$ cat config.mk
export PLATFORM = sky130hd
export DESIGN_NAME = wbuf_id_allocator_flat
export DESIGN_NICKNAME = d
export VERILOG_FILES = /design/src/rtl/wbuf_id_allocator_pkg.sv /design/src/rtl/wbuf_id_allocator_if.sv /design/src/rtl/wbuf_id_allocator_prio_enc.sv /design/src/rtl/wbuf_id_allocator.sv /design/src/flat_wrapper.sv
export SDC_FILE = /design/constraint.sdc
export NUM_CORES = 1
export LEC_CHECK = 0
export BUFFER_PORTS_ARGS = -buffer_cell sky130_fd_sc_hd__buf_4
export CAP_MARGIN = 20
export CORE_MARGIN = 2
export CORE_UTILIZATION = 35
export CTS_BUF_LIST = sky130_fd_sc_hd__clkbuf_4 sky130_fd_sc_hd__clkbuf_8
export DETAILED_ROUTE_END_ITERATION = 16
export PLACE_DENSITY = 0.62
export SLEW_MARGIN = 5
export SYNTH_ARGS = -nofsm -noshare
export SYNTH_HDL_FRONTEND = slang
export SYNTH_SLANG_ARGS = --single-unit
$ cat constraint.sdc
create_clock -name clk -period 3.38 [get_ports clk]
set_input_delay 0.676 -clock clk [delete_from_list [all_inputs] [get_ports clk]]
set_output_delay 0.676 -clock clk [all_outputs]
set_load 0.005 [all_outputs]
$ cat src/rtl/wbuf_id_allocator_pkg.sv
// Shared configuration types for the write-buffer ID allocator and its crossbar neighbours.
package wbuf_id_allocator_pkg;

    typedef struct packed {
        logic [31:0] wbufSize;
    } mpc_u_cfg_t;

    typedef struct packed {
        mpc_u_cfg_t  u;
        logic [31:0] wbufWidth;
    } mpc_cfg_t;

    localparam mpc_cfg_t DEFAULT_CFG = '{u: '{wbufSize: 32'd4}, wbufWidth: 32'd2};

    // The free count needs one extra bit so that "all N free" is representable.
    localparam int FREE_CNT_W = int'(DEFAULT_CFG.wbufWidth) + 1;

    function automatic int free_cnt_w(mpc_cfg_t cfg);
        return int'(cfg.wbufWidth) + 1;
    endfunction

    typedef struct packed {
        logic                                  valid;
        logic [int'(DEFAULT_CFG.wbufWidth)-1:0] id;
    } wbuf_alloc_t;

endpackage

$ cat src/rtl/wbuf_id_allocator_if.sv
// Allocation / free / status bundle between the store requester and the ID allocator.
interface wbuf_id_allocator_if
    import wbuf_id_allocator_pkg::*;
#(
    parameter mpc_cfg_t Cfg = DEFAULT_CFG
);
    localparam int W  = int'(Cfg.wbufWidth);
    localparam int CW = free_cnt_w(Cfg);

    typedef logic [W-1:0] wbufWidth_t;

    logic          alloc_valid;
    logic          alloc_ready;
    wbufWidth_t    alloc_id;
    logic          free_valid;
    wbufWidth_t    free_id;
    logic [CW-1:0] free_cnt;
    logic          all_free;
    logic          alloc_low;
    logic          err_double_free;
    wbufWidth_t    err_id;

    modport master (
        output alloc_valid, free_valid, free_id,
        input  alloc_ready, alloc_id, free_cnt, all_free, alloc_low, err_double_free, err_id
    );

    modport slave (
        input  alloc_valid, free_valid, free_id,
        output alloc_ready, alloc_id, free_cnt, all_free, alloc_low, err_double_free, err_id
    );

endinterface

$ cat src/rtl/wbuf_id_allocator_prio_enc.sv
// Lowest-set-bit encoder: one-hot and binary index of the least significant request, plus any.
module ns_prio_enc_lsb #(
    parameter int N = 4,
    parameter int W = 2
) (
    input  logic [N-1:0] req,
    output logic [N-1:0] one_hot,
    output logic [W-1:0] bin,
    output logic         any
);

    // Two's-complement trick isolates the lowest set bit.
    assign one_hot = req & (~req + N'(1));
    assign any     = |req;

    always_comb begin
        bin = '0;
        for (int i = N - 1; i >= 0; i--) begin
            if (req[i]) bin = W'(i);
        end
    end

endmodule

$ cat src/rtl/wbuf_id_allocator.sv
// Free-list manager for write-buffer entry IDs: lowest-free allocation, reclaim, occupancy, double-free trap.
module wbuf_id_allocator
    import wbuf_id_allocator_pkg::*;
#(
    parameter mpc_cfg_t Cfg       = DEFAULT_CFG,
    parameter int       LOW_WATER = 2
) (
    input  logic                clk,
    input  logic                rst,
    wbuf_id_allocator_if.slave  bus
);

    localparam int N  = int'(Cfg.u.wbufSize);
    localparam int W  = int'(Cfg.wbufWidth);
    localparam int CW = free_cnt_w(Cfg);

    logic [N-1:0]  free_map;
    logic [N-1:0]  free_map_nxt;
    logic [CW-1:0] free_cnt;
    logic [CW-1:0] free_cnt_nxt;
    logic          err_double_free;
    logic [W-1:0]  err_id;

    logic [N-1:0]  grant_oh;
    logic [W-1:0]  grant_id;
    logic          any_free;
    logic [N-1:0]  free_oh;
    logic          alloc_fire;
    logic          free_legal;
    logic          double_free;

    ns_prio_enc_lsb #(.N(N), .W(W)) u_prio_enc (
        .req     (free_map),
        .one_hot (grant_oh),
        .bin     (grant_id),
        .any     (any_free)
    );

    // An out-of-range free_id decodes to no bit, so it falls into the double-free path.
    always_comb begin
        free_oh = '0;
        for (int i = 0; i < N; i++) begin
            free_oh[i] = bus.free_valid && (bus.free_id == W'(i));
        end
    end

    assign alloc_fire  = bus.alloc_valid && any_free;
    assign free_legal  = |(free_oh & ~free_map);
    assign double_free = bus.free_valid && !free_legal;

    always_comb begin
        free_map_nxt = free_map;
        if (alloc_fire) free_map_nxt = free_map_nxt & ~grant_oh;
        if (free_legal) free_map_nxt = free_map_nxt | free_oh;
        free_cnt_nxt = free_cnt;
        if (alloc_fire && !free_legal)      free_cnt_nxt = free_cnt - CW'(1);
        else if (!alloc_fire && free_legal) free_cnt_nxt = free_cnt + CW'(1);
    end

    always_ff @(posedge clk) begin
        if (rst) begin
            free_map        <= '1;
            free_cnt        <= CW'(N);
            err_double_free <= 1'b0;
            err_id          <= '0;
        end else begin
            free_map <= free_map_nxt;
            free_cnt <= free_cnt_nxt;
            if (double_free && !err_double_free) begin
                err_double_free <= 1'b1;
                err_id          <= bus.free_id;
            end
        end
    end

    assign bus.alloc_ready     = any_free;
    assign bus.alloc_id        = grant_id;
    assign bus.free_cnt        = free_cnt;
    assign bus.all_free        = (free_cnt == CW'(N));
    assign bus.alloc_low       = (free_cnt <= CW'(LOW_WATER));
    assign bus.err_double_free = err_double_free;
    assign bus.err_id          = err_id;

    a_cnt_matches_map: assert property (@(posedge clk) disable iff (rst)
        free_cnt == CW'($countones(free_map)));

endmodule
$ cat src/flat_wrapper.sv
// flat-port wrapper written by rule: the top's interface ports become plain ports
module wbuf_id_allocator_flat import wbuf_id_allocator_pkg::*;
#(
    parameter mpc_cfg_t Cfg       = DEFAULT_CFG,
    parameter int       LOW_WATER = 2
)
  (clk, rst, bus_alloc_valid, bus_free_valid, bus_free_id, bus_alloc_ready, bus_alloc_id, bus_free_cnt, bus_all_free, bus_alloc_low, bus_err_double_free, bus_err_id);
  wbuf_id_allocator_if #(.Cfg(Cfg)) bus_i ();
  input  logic clk;
  input  logic rst;
  input wire logic [$bits(bus_i.alloc_valid)-1:0] bus_alloc_valid;
  input wire logic [$bits(bus_i.free_valid)-1:0] bus_free_valid;
  input wire logic [$bits(bus_i.free_id)-1:0] bus_free_id;
  output wire logic [$bits(bus_i.alloc_ready)-1:0] bus_alloc_ready;
  output wire logic [$bits(bus_i.alloc_id)-1:0] bus_alloc_id;
  output wire logic [$bits(bus_i.free_cnt)-1:0] bus_free_cnt;
  output wire logic [$bits(bus_i.all_free)-1:0] bus_all_free;
  output wire logic [$bits(bus_i.alloc_low)-1:0] bus_alloc_low;
  output wire logic [$bits(bus_i.err_double_free)-1:0] bus_err_double_free;
  output wire logic [$bits(bus_i.err_id)-1:0] bus_err_id;
  assign bus_i.alloc_valid = bus_alloc_valid;
  assign bus_i.free_valid = bus_free_valid;
  assign bus_i.free_id = bus_free_id;
  assign bus_alloc_ready = bus_i.alloc_ready;
  assign bus_alloc_id = bus_i.alloc_id;
  assign bus_free_cnt = bus_i.free_cnt;
  assign bus_all_free = bus_i.all_free;
  assign bus_alloc_low = bus_i.alloc_low;
  assign bus_err_double_free = bus_i.err_double_free;
  assign bus_err_id = bus_i.err_id;
  wbuf_id_allocator #(.Cfg(Cfg), .LOW_WATER(LOW_WATER)) u_core (.clk(clk), .rst(rst), .bus(bus_i));
endmodule
# Word-level counts from Yosys, hierarchy flattened
# Cells that the tools add are included.
# word_totals
ff_bits	10
latchBits	0
mem_bits_rw	0
mem_bits_ro	0
output_inout_bits	11
wordCells	42
memories	0
# op_classes
addsub	3
mul	0
n_div	0
magnitude_cmp	1
eq_ne	4
shift	0
muxes	8
bitwise_logic	6
n_reduce_logical	16
# op_table
cell	n
$and A4 B4 Y4	3
$logic_and A1 B1 Y1	9
$mux W2	4
$mux W4	2
$not A4 Y4	2
$reduce_or A4 Y1	2
$mux W3	2
$add A4 B1 Y4 const B	1
$eq A2 B2 Y1 const B	2
$or A4 B4 Y4	1
$add A3 B1 Y3 const B	1
$eq A3 B3 Y1 const B	1
$le A3 B2 Y1 const B	1
$logic_not A1 Y1	3
$sub A3 B1 Y3 const B	1
$eq A2 B1 Y1 const B	1
$logic_not A2 Y1	1
$reduce_bool A2 Y1	1

# Logic depth before layout (Yosys ltp)
# logic_depth
depth_word	8
ltp_mapped	9
mapped_depth_nobuf	8

# Cells and area by module
# Synthesis repeated with hierarchy kept, for this count alone.
# unflattened
cells_unflattened	69
hier_area_um2	574.3
# modules_own_cells
mod	instances	cells_per_inst	area_each_um2
wbuf_id_allocator	1	59	515.5
ns_prio_enc_lsb	1	10	58.8

# Worst setup path after synthesis
# OpenSTA, ideal clock, no wires.
# synth_path
path_type	input to register
start	in bus_free_id[0]
end	reg u_core.free_cnt[2], in the netlist u_core.bus.free_cnt[2]
setup_time_ps	62
arrival_ps	2250
required_ps	3318
setup_slack_ps	1068
path_stages	9
n_path_buf	1
path_cell_list	buf_6 > mux2i_1 > a22oi_1 > ha_1 > inv_1 > fa_1 > xor2_1 > or3_1 > nand3_1
# synth_via
elab_chain_len	7
word_cells_on_any_way	15
classes_between	eq/ne: 3; mux: 1; bitwise: 1; reduce/logical: 10
# synth_lines
item	line	text
start, declared	flat_wrapper.sv:13	input wire logic [$bits(bus_i.free_id)-1:0] bus_free_id;
$eq A2 B1 Y1 (tied with other cells)	wbuf_id_allocator.sv:43	free_oh[i] = bus.free_valid && (bus.free_id == W'(i));
$logic_and A1 B1 Y1	wbuf_id_allocator.sv:43	
$and A4 B4 Y4 (*)	wbuf_id_allocator.sv:48	assign free_legal = |(free_oh & ~free_map);
$reduce_or A4 Y1 (*)	wbuf_id_allocator.sv:48	
$logic_not A1 Y1	wbuf_id_allocator.sv:56	if (alloc_fire && !free_legal) free_cnt_nxt = free_cnt - CW'(1);
$logic_and A1 B1 Y1	wbuf_id_allocator.sv:56	
$mux W3 or $reduce_bool A2 Y1 (tied branches)	n/a	
end signal, assigned	wbuf_id_allocator.sv:63	free_cnt <= CW'(N);
end signal, assigned	wbuf_id_allocator.sv:68	free_cnt <= free_cnt_nxt;
end, declared	wbuf_id_allocator.sv:19	logic [CW-1:0] free_cnt;
# Every way passes the cells marked *; elsewhere a longest branch is shown, timed or not.
# A chain may end at the register's enable or synchronous reset.

# Worst setup path after layout
# Ends and elaborated chain as after synthesis.

==> run_results.csv <==
group,metric,value,unit
sta,fin_tns_setup,0,ns
sta,finalCriticalPeriod,2.14,ns
cts,clockBufferDepth,2,
logic_synthesis,synth_nets,72,
cts,cts_hold_buf,0,
sta,finalSetupViolCount,0,
setup_path,crit_fanout,7,
power_and_ir_drop,ir_drop,201,uV
cts,clk_latency,0.27,ns
sta,tightest_slew,0.300,ns
power_and_ir_drop,p_per_area,456,nW/um^2
sta,relSlewSlack,79.4,%
sta,fmax,0.466,GHz
grt,grt_pass1_wl,2010,um
setup_path,rrSetupSlack,1.32,ns
setup_path,crit_path_max_incr_delay,0.37,ns
final_layout,layout-drive-gt1-share,25.3,%
placement,placed_cells,95,
cts,post_cts_buffers,0,
cts,cts_resized,0,
power_and_ir_drop,power,0.000324,W
floorplanning,die_w,43.5,um
logic_synthesis,synth_cell_types,25,
logic_synthesis,syn_area,546,um^2
final_layout,nNetsFinal,92,
setup_path,path_buf_inv,2,
sta,slew_viol_final,0,
drt,detail_route.first_pass.iterations,4,
flow_run,cap_viol_max_count,0,
cts,cts_root_buf,"clkbuf_4",
grt,antenna_found_initial,0,
grt,track_usage,14.6,%
placement,gp_congestion,0.677,
setup_path,worstPathArrival,2.36,ns
setup_path,worstSetupPathType,"primary input to register",
cts,tritoncts,"built",
grt,use_met3,6.25,%
floorplanning,placementRows,14,
cts,cts_sinks,10,
grt,use_met2,23.6,%
final_layout,utilization,47.7,%
sta,hold_viol,0,
final_layout,diodes,0,
logic_synthesis,ys_seq_area_share,36.7,%
grt,grt-busiest-layer,"met2",
cts,htreeDepth,1,
logic_synthesis,ys_warn_count,0,
placement,place.port_buffers,16,
sta,rsz0062_at_grt,"false",
final_layout,mostFrequentLayoutCells,"16 x buf_4, 10 x dfxtp_1, 8 x nor2_1",
floorplanning,io_pins,17,
run_status,status,"complete, no violations",
setup_path,cp.required,3.60,ns
setup_path,r2r_end,"u_core.bus.free_cnt[2]",
setup_path,r2r_start,"u_core.free_map[0]",
drt,num_vias,508,
logic_synthesis,syn_inst,64,
floorplanning,die_area,1890,um^2
min_path,min-delay-start,"u_core.bus.err_id[0]",
final_layout,syn2layout_area_growth,30.3,%
drt,viasPerCell,5.13,
grt,grt_util_met1,17.3,%
cts,cts_buffers,3,
grt,grt_pass1_vias,473,
setup_path,cp-start-kind,"primary input",
min_path,min_path_cells,2,
placement,hpwl,887,um
drt,drt-initial-drc-count,9,
sta,fin_crit_sh,63.5,%
drt,ant_nets,0,
grt,grt_start_max_net_pins,9,
setup_path,crit_family,"adder cells",
setup_path,worstPathCellList,"buf_4 -> mux2i_1 -> a22oi_1 -> ha_1 -> inv_1 -> fa_1 -> xor2_1 -> or3_1 -> nand3_1",
setup_path,reg2reg_depth,8,
floorplanning,die_y,43.5,um
min_path,min_to,"u_core.bus.err_id[0]",
setup_path,cpMaxStageDelayCell,"fa_1",
logic_synthesis,synth-seq-cells,10,
final_layout,final_common_cell,"buf_4",
drt,drc,0,
min_path,hold_class,"register to register",
logic_synthesis,syn_area_per_cell,8.52,um^2
power_and_ir_drop,power_leakage,0.333,nW
setup_path,cp-end-kind,"register",
drt,wire_per_inst,11.6,um
grt,overflow,0,
sta,fin_skew,0.00249,ns
drt,routed_wl,1150,um
floorplanning,design.core.area,1490,um^2
final_layout,final_cells,99,
floorplanning,start_util,36.6,%
cts,cts.clk_slew.worst_paths,0.07,ns
==> cells in the mapped netlist, drive strengths merged <==
cell type | count | share of area [%]
and3 | 1 | 1.1
nand3 | 1 | 0.92
inv | 7 | 4.8
fa | 1 | 3.7
and2b | 1 | 1.4
ha | 1 | 2.3
nand2 | 7 | 4.8
nor3 | 1 | 0.92
and2 | 1 | 1.1
or3b | 1 | 1.6
o21ai | 3 | 2.8
mux2i | 4 | 7.3
buf | 1 | 2.1
a221oi | 2 | 4.4
xor2 | 2 | 3.2
or2b | 1 | 1.4
o21a | 1 | 1.4
or3 | 1 | 1.1
dfxtp | 10 | 37
nor2 | 8 | 5.5
a21oi | 4 | 3.7
a221o | 2 | 3.7
a22oi | 1 | 1.4
o211ai | 2 | 2.8
==> state kept, by name, summed over array words and instances (netlist names) <==
name,count
u_core.bus.err_double_free,1
u_core.bus.err_id,2
u_core.bus.free_cnt,3
u_core.free_map,4
==> where the power goes <==
part	total (W)	switching [W]	leakage (nW)	internal [W]
combinational	0.0000742	0.0000329	0.230	0.0000413
clock	0.000111	0.0000450	0.0210	0.0000655
sequential	0.000139	0.0000112	0.0826	0.000128
==> through the flow <==
step	hold slack (ns)	cell area, um^2	setup slack (ns)
2_1_floorplan	0.451	546	1.07
3_3_place_gp	0.449	674	0.950
3_5_place_dp	0.447	674	0.927
4_1_cts	0.465	711	1.22
5_1_grt	0.493	711	1.10
6_report	0.464	711	1.24
==> final cells by class <==
type | instances | area (um^2)
fillers | 154 | 778
multi-input cells | 46 | 308
flip-flops and latches | 10 | 200
repair buffers | 16 | 120
clock buffers | 4 | 36.3
inverters | 7 | 26.3
well taps | 16 | 20.0
==> cell families (layout without fill, tap and decap cells) <==
group           Yosys count  in the layout  synth area share [%]
compound gates           15             15                  20.0
xor+xnor                  2              2                  3.21
fa+ha+maj                 2              2                  5.96
buf+inv                   8             27                  6.88
flops                    10             10                  36.7
mux                       4              4                  7.34
simple gates             23             23                  20.0
==> worst register-to-register path, cell delays in order, from the launching register on <==
cell and delay [ns]:
dfxtp_1 0.46, mux2i_1 0.18, a22oi_1 0.20, ha_1 0.20
inv_1 0.06, fa_1 0.37, xor2_1 0.16, or3_1 0.30
nand3_1 0.08
==> layer usage <==
| layer | vias to the layer above | wire length [um] |
|---|---|---|
| met4 | 0 | 13 |
| met1 | 230 | 473 |
| met3 | 2 | 94 |
| li1 | 258 | - |
| met5 | - | 0 |
| met2 | 18 | 571 |
==> how the worst max path moves through the flow <==
| stage | cells after the start | slack [ns] | to | start |
|---|---|---|---|---|
| 2_1_floorplan | 9 | 1.07 | u_core.bus.free_cnt[2] | bus_free_id[0] |
| 3_3_place_gp | 9 | 0.95 | u_core.bus.free_cnt[2] | bus_free_id[0] |
| 3_5_place_dp | 9 | 0.93 | u_core.bus.free_cnt[2] | bus_free_id[0] |
| 4_1_cts | 9 | 1.22 | u_core.bus.free_cnt[2] | bus_free_id[0] |
| 5_1_grt | 9 | 1.10 | u_core.bus.free_cnt[2] | bus_free_id[0] |
| 6_report | 9 | 1.24 | u_core.bus.free_cnt[2] | bus_free_id[0] |
(Power assumes the default switching activity.)
